`src/rtl/alu_pkg.sv`:
```
// -----------------------------------------------------------------------------
// alu_pkg
// Shared definitions for the serial ALU: op encodings, the controller state
// enum and a small helper that says whether an op runs through the subtractor.
// -----------------------------------------------------------------------------
package alu_pkg;

    typedef logic [1:0] op_t;

    localparam op_t OP_ADD  = 2'b00;
    localparam op_t OP_SUB  = 2'b01;
    localparam op_t OP_SLT  = 2'b10;
    localparam op_t OP_SLTU = 2'b11;

    typedef enum logic [1:0] {
        S_IDLE = 2'd0,
        S_RUN  = 2'd1,
        S_DONE = 2'd2
    } state_t;

    // Every op except ADD is computed as a + ~b + 1.
    function automatic logic op_is_sub(input op_t op);
        return op != OP_ADD;
    endfunction

endpackage

```
`src/rtl/digit_adder.sv`:
```
// -----------------------------------------------------------------------------
// digit_adder
// Combinational DIGIT-bit ripple of full adders. One slice of the serial ALU.
//
// Ports:
//   a, b   : slice operands
//   cin    : carry into bit 0
//   sum    : slice sum
//   cout   : carry out of the top bit
//   c_msb  : carry into the top bit (used for signed overflow on the last slice)
// -----------------------------------------------------------------------------
module digit_adder #(
    parameter int DIGIT = 1
) (
    input  logic [DIGIT-1:0] a,
    input  logic [DIGIT-1:0] b,
    input  logic             cin,
    output logic [DIGIT-1:0] sum,
    output logic             cout,
    output logic             c_msb
);

    logic [DIGIT:0] w_c;

    always_comb begin
        w_c    = '0;
        sum    = '0;
        w_c[0] = cin;
        for (int i = 0; i < DIGIT; i++) begin
            sum[i]   = a[i] ^ b[i] ^ w_c[i];
            w_c[i+1] = (a[i] & b[i]) | (w_c[i] & (a[i] ^ b[i]));
        end
    end

    assign cout  = w_c[DIGIT];
    assign c_msb = w_c[DIGIT-1];

endmodule

```
`src/rtl/serial_alu.sv`:
```
// -----------------------------------------------------------------------------
// serial_alu
// Multi-cycle ADD / SUB / SLT / SLTU. Operands are latched on the accept edge
// and processed DIGIT bits per cycle, LSB slice first, with the carry held in a
// register between slices. Result and flags appear WIDTH/DIGIT cycles after
// the accept edge and are held until the consumer takes them.
//
// Ports:
//   clk, rst_n          : clock, asynchronous active-low reset
//   in_valid / in_ready : operation handshake (in_ready high only in IDLE)
//   op, a, b            : operation and operands, sampled only on accept
//   out_valid/out_ready : result handshake (out_valid high only in DONE)
//   result              : sum/difference, or zero-extended comparison bit
//   carryout            : final carry; for subtract-based ops 1 = no borrow
//   overflow            : signed overflow of the add/sub
//   zero                : result == 0
//
// state  | meaning
// S_IDLE | waiting for in_valid; operands latched on accept
// S_RUN  | one DIGIT-bit slice per cycle through the digit adder
// S_DONE | result and flags held until out_ready
// -----------------------------------------------------------------------------
module serial_alu
    import alu_pkg::*;
#(
    parameter int WIDTH = 32,
    parameter int DIGIT = 1
) (
    input  logic             clk,
    input  logic             rst_n,
    input  logic             in_valid,
    output logic             in_ready,
    input  logic [1:0]       op,
    input  logic [WIDTH-1:0] a,
    input  logic [WIDTH-1:0] b,
    output logic             out_valid,
    input  logic             out_ready,
    output logic [WIDTH-1:0] result,
    output logic             carryout,
    output logic             overflow,
    output logic             zero
);

    localparam int N     = WIDTH / DIGIT;
    localparam int CNT_W = (N > 1) ? $clog2(N) : 1;

    generate
        if ((WIDTH < 2) || (DIGIT < 1) || ((WIDTH % DIGIT) != 0)) begin : g_bad_param
            $error("serial_alu: WIDTH must be >= 2 and a multiple of DIGIT");
        end
    endgenerate

    state_t             r_state;
    state_t             w_state_nxt;

    logic [WIDTH-1:0]   r_a;
    logic [WIDTH-1:0]   r_b;
    op_t                r_op;
    logic [CNT_W-1:0]   r_cnt;
    logic               r_carry;
    logic [WIDTH-1:0]   r_acc;

    logic [WIDTH-1:0]   r_result;
    logic               r_carryout;
    logic               r_overflow;
    logic               r_zero;

    logic [DIGIT-1:0]   w_sum;
    logic               w_cout;
    logic               w_cmsb;
    logic               w_last;
    logic               w_v;
    logic [WIDTH-1:0]   w_acc_nxt;
    logic [WIDTH-1:0]   w_res_fin;

    // Operands are shifted right each cycle, so the active slice is always
    // the low DIGIT bits.
    digit_adder #(
        .DIGIT (DIGIT)
    ) u_digit_adder (
        .a     (r_a[DIGIT-1:0]),
        .b     (r_b[DIGIT-1:0]),
        .cin   (r_carry),
        .sum   (w_sum),
        .cout  (w_cout),
        .c_msb (w_cmsb)
    );

    // Sum slices enter at the top of the accumulator; after N slices the
    // first slice has reached bit 0.
    assign w_acc_nxt = (r_acc >> DIGIT) | (WIDTH'(w_sum) << (WIDTH - DIGIT));
    assign w_last    = (r_cnt == CNT_W'(N - 1));
    assign w_v       = w_cout ^ w_cmsb;

    always_comb begin
        w_res_fin = w_acc_nxt;
        case (r_op)
            OP_SLT:  w_res_fin = {{(WIDTH-1){1'b0}}, w_acc_nxt[WIDTH-1] ^ w_v};
            OP_SLTU: w_res_fin = {{(WIDTH-1){1'b0}}, ~w_cout};
            default: w_res_fin = w_acc_nxt;
        endcase
    end

    always_ff @(posedge clk or negedge rst_n) begin
        if (!rst_n) begin
            r_state <= S_IDLE;
        end else begin
            r_state <= w_state_nxt;
        end
    end

    always_comb begin
        w_state_nxt = r_state;
        in_ready    = 1'b0;
        out_valid   = 1'b0;
        case (r_state)
            S_IDLE: begin
                in_ready = 1'b1;
                if (in_valid) begin
                    w_state_nxt = S_RUN;
                end
            end
            S_RUN: begin
                if (w_last) begin
                    w_state_nxt = S_DONE;
                end
            end
            S_DONE: begin
                out_valid = 1'b1;
                if (out_ready) begin
                    w_state_nxt = S_IDLE;
                end
            end
            default: begin
                w_state_nxt = S_IDLE;
            end
        endcase
    end

    always_ff @(posedge clk or negedge rst_n) begin
        if (!rst_n) begin
            r_a        <= '0;
            r_b        <= '0;
            r_op       <= OP_ADD;
            r_cnt      <= '0;
            r_carry    <= 1'b0;
            r_acc      <= '0;
            r_result   <= '0;
            r_carryout <= 1'b0;
            r_overflow <= 1'b0;
            r_zero     <= 1'b0;
        end else begin
            case (r_state)
                S_IDLE: begin
                    if (in_valid) begin
                        r_a     <= a;
                        r_op    <= op;
                        r_b     <= op_is_sub(op) ? ~b : b;
                        r_carry <= op_is_sub(op);
                        r_cnt   <= '0;
                        r_acc   <= '0;
                    end
                end
                S_RUN: begin
                    r_a     <= r_a >> DIGIT;
                    r_b     <= r_b >> DIGIT;
                    r_acc   <= w_acc_nxt;
                    r_carry <= w_cout;
                    r_cnt   <= r_cnt + CNT_W'(1);
                    if (w_last) begin
                        r_result   <= w_res_fin;
                        r_carryout <= w_cout;
                        r_overflow <= w_v;
                        r_zero     <= (w_res_fin == '0);
                    end
                end
                default: begin
                end
            endcase
        end
    end

    assign result   = r_result;
    assign carryout = r_carryout;
    assign overflow = r_overflow;
    assign zero     = r_zero;

endmodule
```
`config.mk`:
```
export PLATFORM = sky130hd
export DESIGN_NAME = serial_alu
export DESIGN_NICKNAME = d
export VERILOG_FILES = /design/src/rtl/alu_pkg.sv /design/src/rtl/digit_adder.sv /design/src/rtl/serial_alu.sv
export SDC_FILE = /design/constraint.sdc
export NUM_CORES = 1
export LEC_CHECK = 0
export BUFFER_PORTS_ARGS = -buffer_cell sky130_fd_sc_hd__buf_2
export CAP_MARGIN = 20
export CORE_MARGIN = 4
export CORE_UTILIZATION = 51
export DETAILED_ROUTE_END_ITERATION = 10
export PLACE_DENSITY = 0.81
export SYNTH_ARGS = -nofsm -noshare
export SYNTH_HDL_FRONTEND = slang
export SYNTH_SLANG_ARGS = --single-unit
```
`constraint.sdc`:
```
create_clock -name clk -period 1.8 [get_ports clk]
set_input_delay 0.27 -clock clk [delete_from_list [all_inputs] [get_ports clk]]
set_output_delay 0.27 -clock clk [all_outputs]
set_load 0.05 [all_outputs]
```
==> flow_summary.yaml, run 1 <==
timing:
  finalSetupTns_ps: 0
  max_slew_margin_pct: 69.4
  fin_crit_ps: 1760
  hold_slack_ps: 78.8
  post-route-period-util_pct: 97.6
  tightest_slew_ps: 459
  skew_ps: 10.5
  hold_violations: 0
  maxSlewViolCount: 0
  fmax_mhz: 569
  setup_viol: 0
placement:
  io_buffer_count: 106
  hpwl_um: 8900
  finalWeightedCongestion: 0.814
detailed_routing:
  wirelength_um: 13400
  vias: 4818
  ant_nets: 0
  drtPass1Iterations: 6
  drc: 0
  wl_per_cell_um: 15.2
  drtIter0Drc: 370
  vias_per_cell: 5.44
clock_network:
  cts_made_buffers: 17
  clock_latency_ps: 410
  cts_tree: "yes"
  cts_root_buffer: "clkbuf_16"
  cts_max_path_buffers: 2
  htreeDepth: 4
  clk_pin_slew_worst_paths_ps: 60
  cts.sinks: 140
logic_synthesis:
  synth-simple-area-share_pct: 18.0
  synth_ff_type: "dfrtp_1"
  syn_area_mm2: 0.00620
  synth_cell_types: 30
  synthAdderAreaFrac_pct: 1.05
  synthesis.nets: 700
  synth_compound_area_share_pct: 15.3
  async_reset_ff_share_pct: 100
  yosysSeqAreaShare_pct: 56.5
  synthCells: 626
  synth_xor_area_share_pct: 4.66
  syn_area_per_cell_um2: 9.91
  muxShareOfSynthArea_pct: 0.504
  ys_ff_latch: 140
  synth_top_family_by_area: "simple AND/OR/NAND/NOR gates"
  ys_warn_count: 0
  synth_enable_flop_cells: 0
critical_path:
  worstPathRequired_ps: 1530
  criticalPathCategory: "flip-flop to output port"
  r2r_setup_slack_ps: 70
  rr_startpoint: "r_state[0]"
  r2r_end: "r_a[0]"
  worstPathArrival_ps: 1490
  end_kind: "output port"
  crit_path_start_kind: "flip-flop"
  crit_fanout: 4
  rr_worst_depth: 5
global_routing:
  gr-total-overflow: 0
  grt_pass1_wl_um: 22600
  grt_max_degree: 70
  grt.total_usage_pct: 19.6
  antenna_found_initial: 0
  grt_pass1_vias: 4694
power:
  ir_drop_mv: 0.974
  power_mw: 13.4
  power_leakage_nw: 3.72
  power_density_mw_per_mm2: 1760
die:
  dieArea_mm2: 0.0140
  fp-row-count: 40
  core_area_mm2: 0.0120
  ioPinCount: 107
  dieHeight_um: 118
  fp.dieW_um: 118
  initial_core_util_pct: 51.9
cells_and_area:
  final_util_pct: 63.6
  antennaDiodeCount: 0
  drive_gt1_share_pct: 22.7
  area_growth_pct: 22.6
  fillCellCount: 925
  final_nets: 800
flow_run:
  max-cap-violations: 0
hold_path:
  holdPathStages: 3
  hold_path.class: "input port to flip-flop"
  holdPathEnd: "r_a[7]"
  worst_hold_startpoint: "a[7]"
status:
  status: "completed"
-- registers in the layout (all words and copies together) (netlist names) --
| register | flops |
|---|---|
| r_op | 2 |
| r_a | 32 |
| result | 32 |
| r_state | 2 |
| r_acc | 31 |
| carryout | 1 |
| zero | 1 |
| r_b | 32 |
| r_carry | 1 |
| r_cnt | 5 |
| overflow | 1 |
-- layout by cell type (no fill, tap or decap), types with 2 or more instances in the layout --
cell type,count
a221o_1,33
a22oi_1,30
buf_12,6
buf_2,105
buf_4,10
buf_6,3
buf_8,2
bufinv_16,4
clkbuf_16,17
clkbuf_8,3
clkinv_2,4
clkinv_4,2
dfrtp_1,140
fa_2,2
ha_1,2
inv_1,2
mux2i_1,2
nand2_1,171
nand2b_1,33
nand3_1,2
nor2_1,33
nor2_4,2
nor3_1,2
nor4_1,6
o21ai_0,69
o21ai_1,6
xor2_1,32
-- cell usage after synthesis (3+ instances only) --
master    count  share of area (%)
a221o_1      33                5.3
xor2_1       32                4.5
o21ai_1       6               0.48
nor2_1       34                2.1
nand2b_1     33                3.3
a22oi_1      30                3.6
dfrtp_1     140                 56
buf_2        18                1.5
clkbuf_1     18                1.1
o21ai_0      69                5.6
nand2_1     172                 10
nor4_1        7               0.71
inv_1         3               0.18
buf_4         9                1.1
-- kinds of logic after synthesis --
group	count (synthesis)
xor gates and xnor gates	33
and+or+nand+nor	257
adders and majority gates	4
buffers and inverters	49
DFF	140
muxes	3
AOI/OAI and AO/OA	140
-- worst max-delay path, stage by stage, from the launching register on --
cell and delay (ps):
dfrtp_1 430, buf_4 170, nor2_2 170, buf_2 300
-- how the worst max path moves through the flow --
stage                           to  slack [ps]       start
after floorplan           carryout          90    r_cnt[0]
after global placement      r_a[2]         -90  r_state[0]
after detailed placement    r_a[7]        -170  r_state[0]
after CTS                   r_a[6]         -60  r_state[0]
after global routing          zero         -60      r_b[0]
final                     in_ready          40  r_state[0]
-- power by group --
part / switching [mW] / internal [mW]
sequential: 0.937 / 4.39
combinational: 2.61 / 1.74
clock: 1.28 / 2.42
-- metal layers --
metal  part of all wire (%)  routed length [µm]  GRT usage (%)  up-vias
li1                       -                   -              -     2337
met4                    1.5                 197           6.52        0
met1                     44                5970           26.5     2331
met2                     49                6580           31.3      131
met3                    5.1                 682           4.64       19
met5                      0                   0              0        -
-- layout make-up --
class | instances | area, µm² | share of cell area (%)
inverters | 3 | 11.3 | 0.148
flip-flops and latches | 140 | 3500 | 46.1
clock buffers | 21 | 470 | 6.19
well taps | 147 | 184 | 2.42
repair buffers | 127 | 795 | 10.4
clock inverters | 11 | 165 | 2.17
multi-input cells | 437 | 2480 | 32.6
-- per-stage QoR --
stage,cells,setup slack [ps],instance area (µm²)
6_report,886,43.5,7610
5_1_grt,886,-55.4,7610
4_1_cts,884,-64.3,7550
3_5_place_dp,851,-165,6890
3_3_place_gp,851,-94.3,6890
2_1_floorplan,626,94.0,6210
-- timing repair --
action / CTS / global route
cloned: 0 / 0
resized for setup: 4 / 8
hold endpoints to repair: 23 / 0
setup buffers: 0 / 1
pin swaps: 1 / 3
hold buffers: 1 / 0
endpoints found under the setup margin: 18 / 2
Power figures use the tool's default switching activity.
==> run 2: changes to the inputs <==
Settings changed: ABC_AREA from default to 1, CORE_UTILIZATION 51 to 50, PLACE_DENSITY 0.81 to 0.79.
==> flow_summary.yaml, run 2 <==
status:
  status: "completed"
logic_synthesis:
  synth_enable_flop_cells: 0
  yosysTopAreaCellShare_pct: 56.8
  async_reset_ff_share_pct: 100
  syn_area_per_cell_um2: 9.22
  ys_ff_latch: 140
  synth_area_leaders: "dfrtp_1 (57%), nand2_1 (12%), o21ai_0 (3.6%)"
  post-synth-top-area-cell: "dfrtp_1"
  synthesis.nets: 743
  ys_warn_count: 0
  synthCells: 669
  synth.most_common_cell: "nand2_1"
  synthTopCellsByCount: "nand2_1 (198), dfrtp_1 (140), inv_1 (50), o21ai_0 (45), nand3_1 (37)"
  syn_area_mm2: 0.00617
  yosysSeqAreaShare_pct: 56.8
  synth_ff_type: "dfrtp_1"
  synth_cell_types: 31
timing:
  fin_crit_ps: 1650
  skew_ps: 4.93
  tightest_slew_ps: 446
  hold_violations: 0
  setup_viol: 0
  max_slew_margin_pct: 70.2
  post-route-period-util_pct: 91.7
  fmax_mhz: 606
  maxSlewViolCount: 0
  rsz0062_at_grt: "true"
global_routing:
  gr-total-overflow: 0
  antenna_found_initial: 2
  grt.total_usage_pct: 20.2
  grt_max_degree: 68
  grt_pass1_wl_um: 23000
  grt_pass1_vias: 4887
cells_and_area:
  final_common_cell: "nand2_1"
  final_nets: 846
  mostFrequentLayoutCells: "nand2_1 (198), dfrtp_1 (140), buf_2 (105)"
  final_cell_area_mm2: 0.00750
  drive_gt1_share_pct: 22.7
  antennaDiodeCount: 0
  final_util_pct: 62.2
  area_growth_pct: 21.6
placement:
  placed_area_mm2: 0.00686
  hpwl_um: 9130
  finalWeightedCongestion: 0.819
  io_buffer_count: 106
critical_path:
  slowest_stage: "dfrtp_1"
  cp.depth: 10
  r2r_setup_slack_ps: 150
  crit_family: "flip-flops"
  rr_startpoint: "r_cnt[0]"
  crit_end: "result[3]"
  crit_buf_inv: 3
  crit_fanout: 36
  path_cells: "ha_2, nand2_1, nor2_2, ha_2, inv_1, nor2_4, inv_2, buf_12, nand2_1, o21ai_0"
  cpPeakStageDelay_ps: 380
  crit_path_start_kind: "flip-flop"
  rr_worst_depth: 10
  criticalPathCategory: "flip-flop to flip-flop"
  r2r_end: "result[3]"
  worstPathRequired_ps: 2090
  worstPathArrival_ps: 1940
  end_kind: "flip-flop"
  cp-startpoint: "r_cnt[0]"
clock_network:
  cts.sinks: 140
  cts_max_path_buffers: 2
  clock_latency_ps: 420
  clk_pin_slew_worst_paths_ps: 60
  cts_tree: "yes"
  htreeDepth: 4
  cts_made_buffers: 17
  cts_root_buffer: "clkbuf_16"
die:
  dieArea_mm2: 0.0142
  ioPinCount: 107
  dieHeight_um: 119
  initial_core_util_pct: 51.2
  core_area_mm2: 0.0121
  fp-row-count: 40
  fp.dieW_um: 119
power:
  ir_drop_mv: 0.940
  power_density_mw_per_mm2: 1790
  power_leakage_nw: 3.74
detailed_routing:
  drtPass1Iterations: 5
  drtIter0Drc: 266
  vias_per_cell: 5.16
  vias: 4914
  wl_per_cell_um: 14.2
  wirelength_um: 13500
  drc: 0
  ant_nets: 0
flow_run:
  max-cap-violations: 0
hold_path:
  hold_path.class: "input port to flip-flop"
  worst_hold_startpoint: "out_ready"
## run 2: cell count changes in the layout (fill, tap and decap cells not counted), sizes merged, moves of 14 or more
cell,previous run,this run
a21oi,0,17
a221o,33,0
a22oi,30,15
inv,3,55
nand2,172,201
nand2b,33,0
nand3,2,37
nor2,36,19
o22ai,0,31
xor2,32,18
## run 2: where the power goes
| part | internal [mW] | total [mW] | switching (mW) |
|---|---|---|---|
| Sequential | 4.43 | 5.15 | 0.718 |
| Clock | 2.24 | 3.51 | 1.28 |
| Combinational | 1.61 | 4.76 | 3.15 |
| Total | 8.28 | 13.4 | 5.15 |
## run 2: final cells by class
cell class | count | area (µm²)
tap | 168 | 210
inverter | 55 | 206
clock buffer | 20 | 457
timing repair buffer | 125 | 744
clock inverter | 12 | 145
fill | 1010 | 4560
sequential | 140 | 3500
multi-input combinational | 433 | 2240
## run 2: cells by family (layout without fill, tap and decap cells)
family          after synthesis  count (layout)  synth area share [%]
fa+ha+maj                     4               4                  1.05
buf+inv                      96             212                  7.48
simple gates                257             257                  17.0
compound gates              153             153                  15.0
flops                       140             140                  56.8
xor+xnor                     19              19                  2.70
## run 2: layer usage
metal / share of wire [%] / up-vias / global-route usage (%)
li1: - / 2416 / -
met1: 44 / 2314 / 27.2
met2: 48 / 164 / 31.3
met3: 6.8 / 16 / 6.41
met4: 1.1 / 4 / 6.59
met5: 0.19 / - / 0
## run 2: how the worst min path moves through the flow
stage            endpoint  slack [ps]  cells past startpoint
5_1_grt        r_state[1]          10                      2
6_report       r_state[1]          40                      2
4_1_cts        r_state[1]          20                      2
3_3_place_gp   result[23]         160                      1
2_1_floorplan    carryout         -30                      0
3_5_place_dp   result[29]         170                      1
## run 2: stage by stage
| step | hold slack (ps) | total power, mW | setup TNS, ps | worst slack (ps) | instances |
|---|---|---|---|---|---|
| finish | 36.9 | 13.4 | 0 | 149 | 953 |
| global route | 13.9 | 14.4 | -8.46 | -8.46 | 953 |
| detailed placement | 171 | 9.90 | 0 | 77.6 | 920 |
| CTS | 15.4 | 13.5 | 0 | 72.2 | 953 |
| floorplan | -25.6 | 8.75 | 0 | 236 | 669 |
| global placement | 164 | 9.68 | 0 | 231 | 920 |
## run 2: timing repair
action	CTS	global route
setup endpoints to repair	0	24
hold buffers	1	0
setup buffers	0	0
resized for setup	0	8
endpoints found under the hold margin	28	0
## run 2: worst register-to-register path, delay by kind of cell (launching register included)
kind / cells / cell delay [ps]
AOI/OAI and AO/OA: 1 / 80
adders and majority gates: 2 / 370
buffers and inverters: 3 / 320
DFF: 1 / 380
and+or+nand+nor: 4 / 360
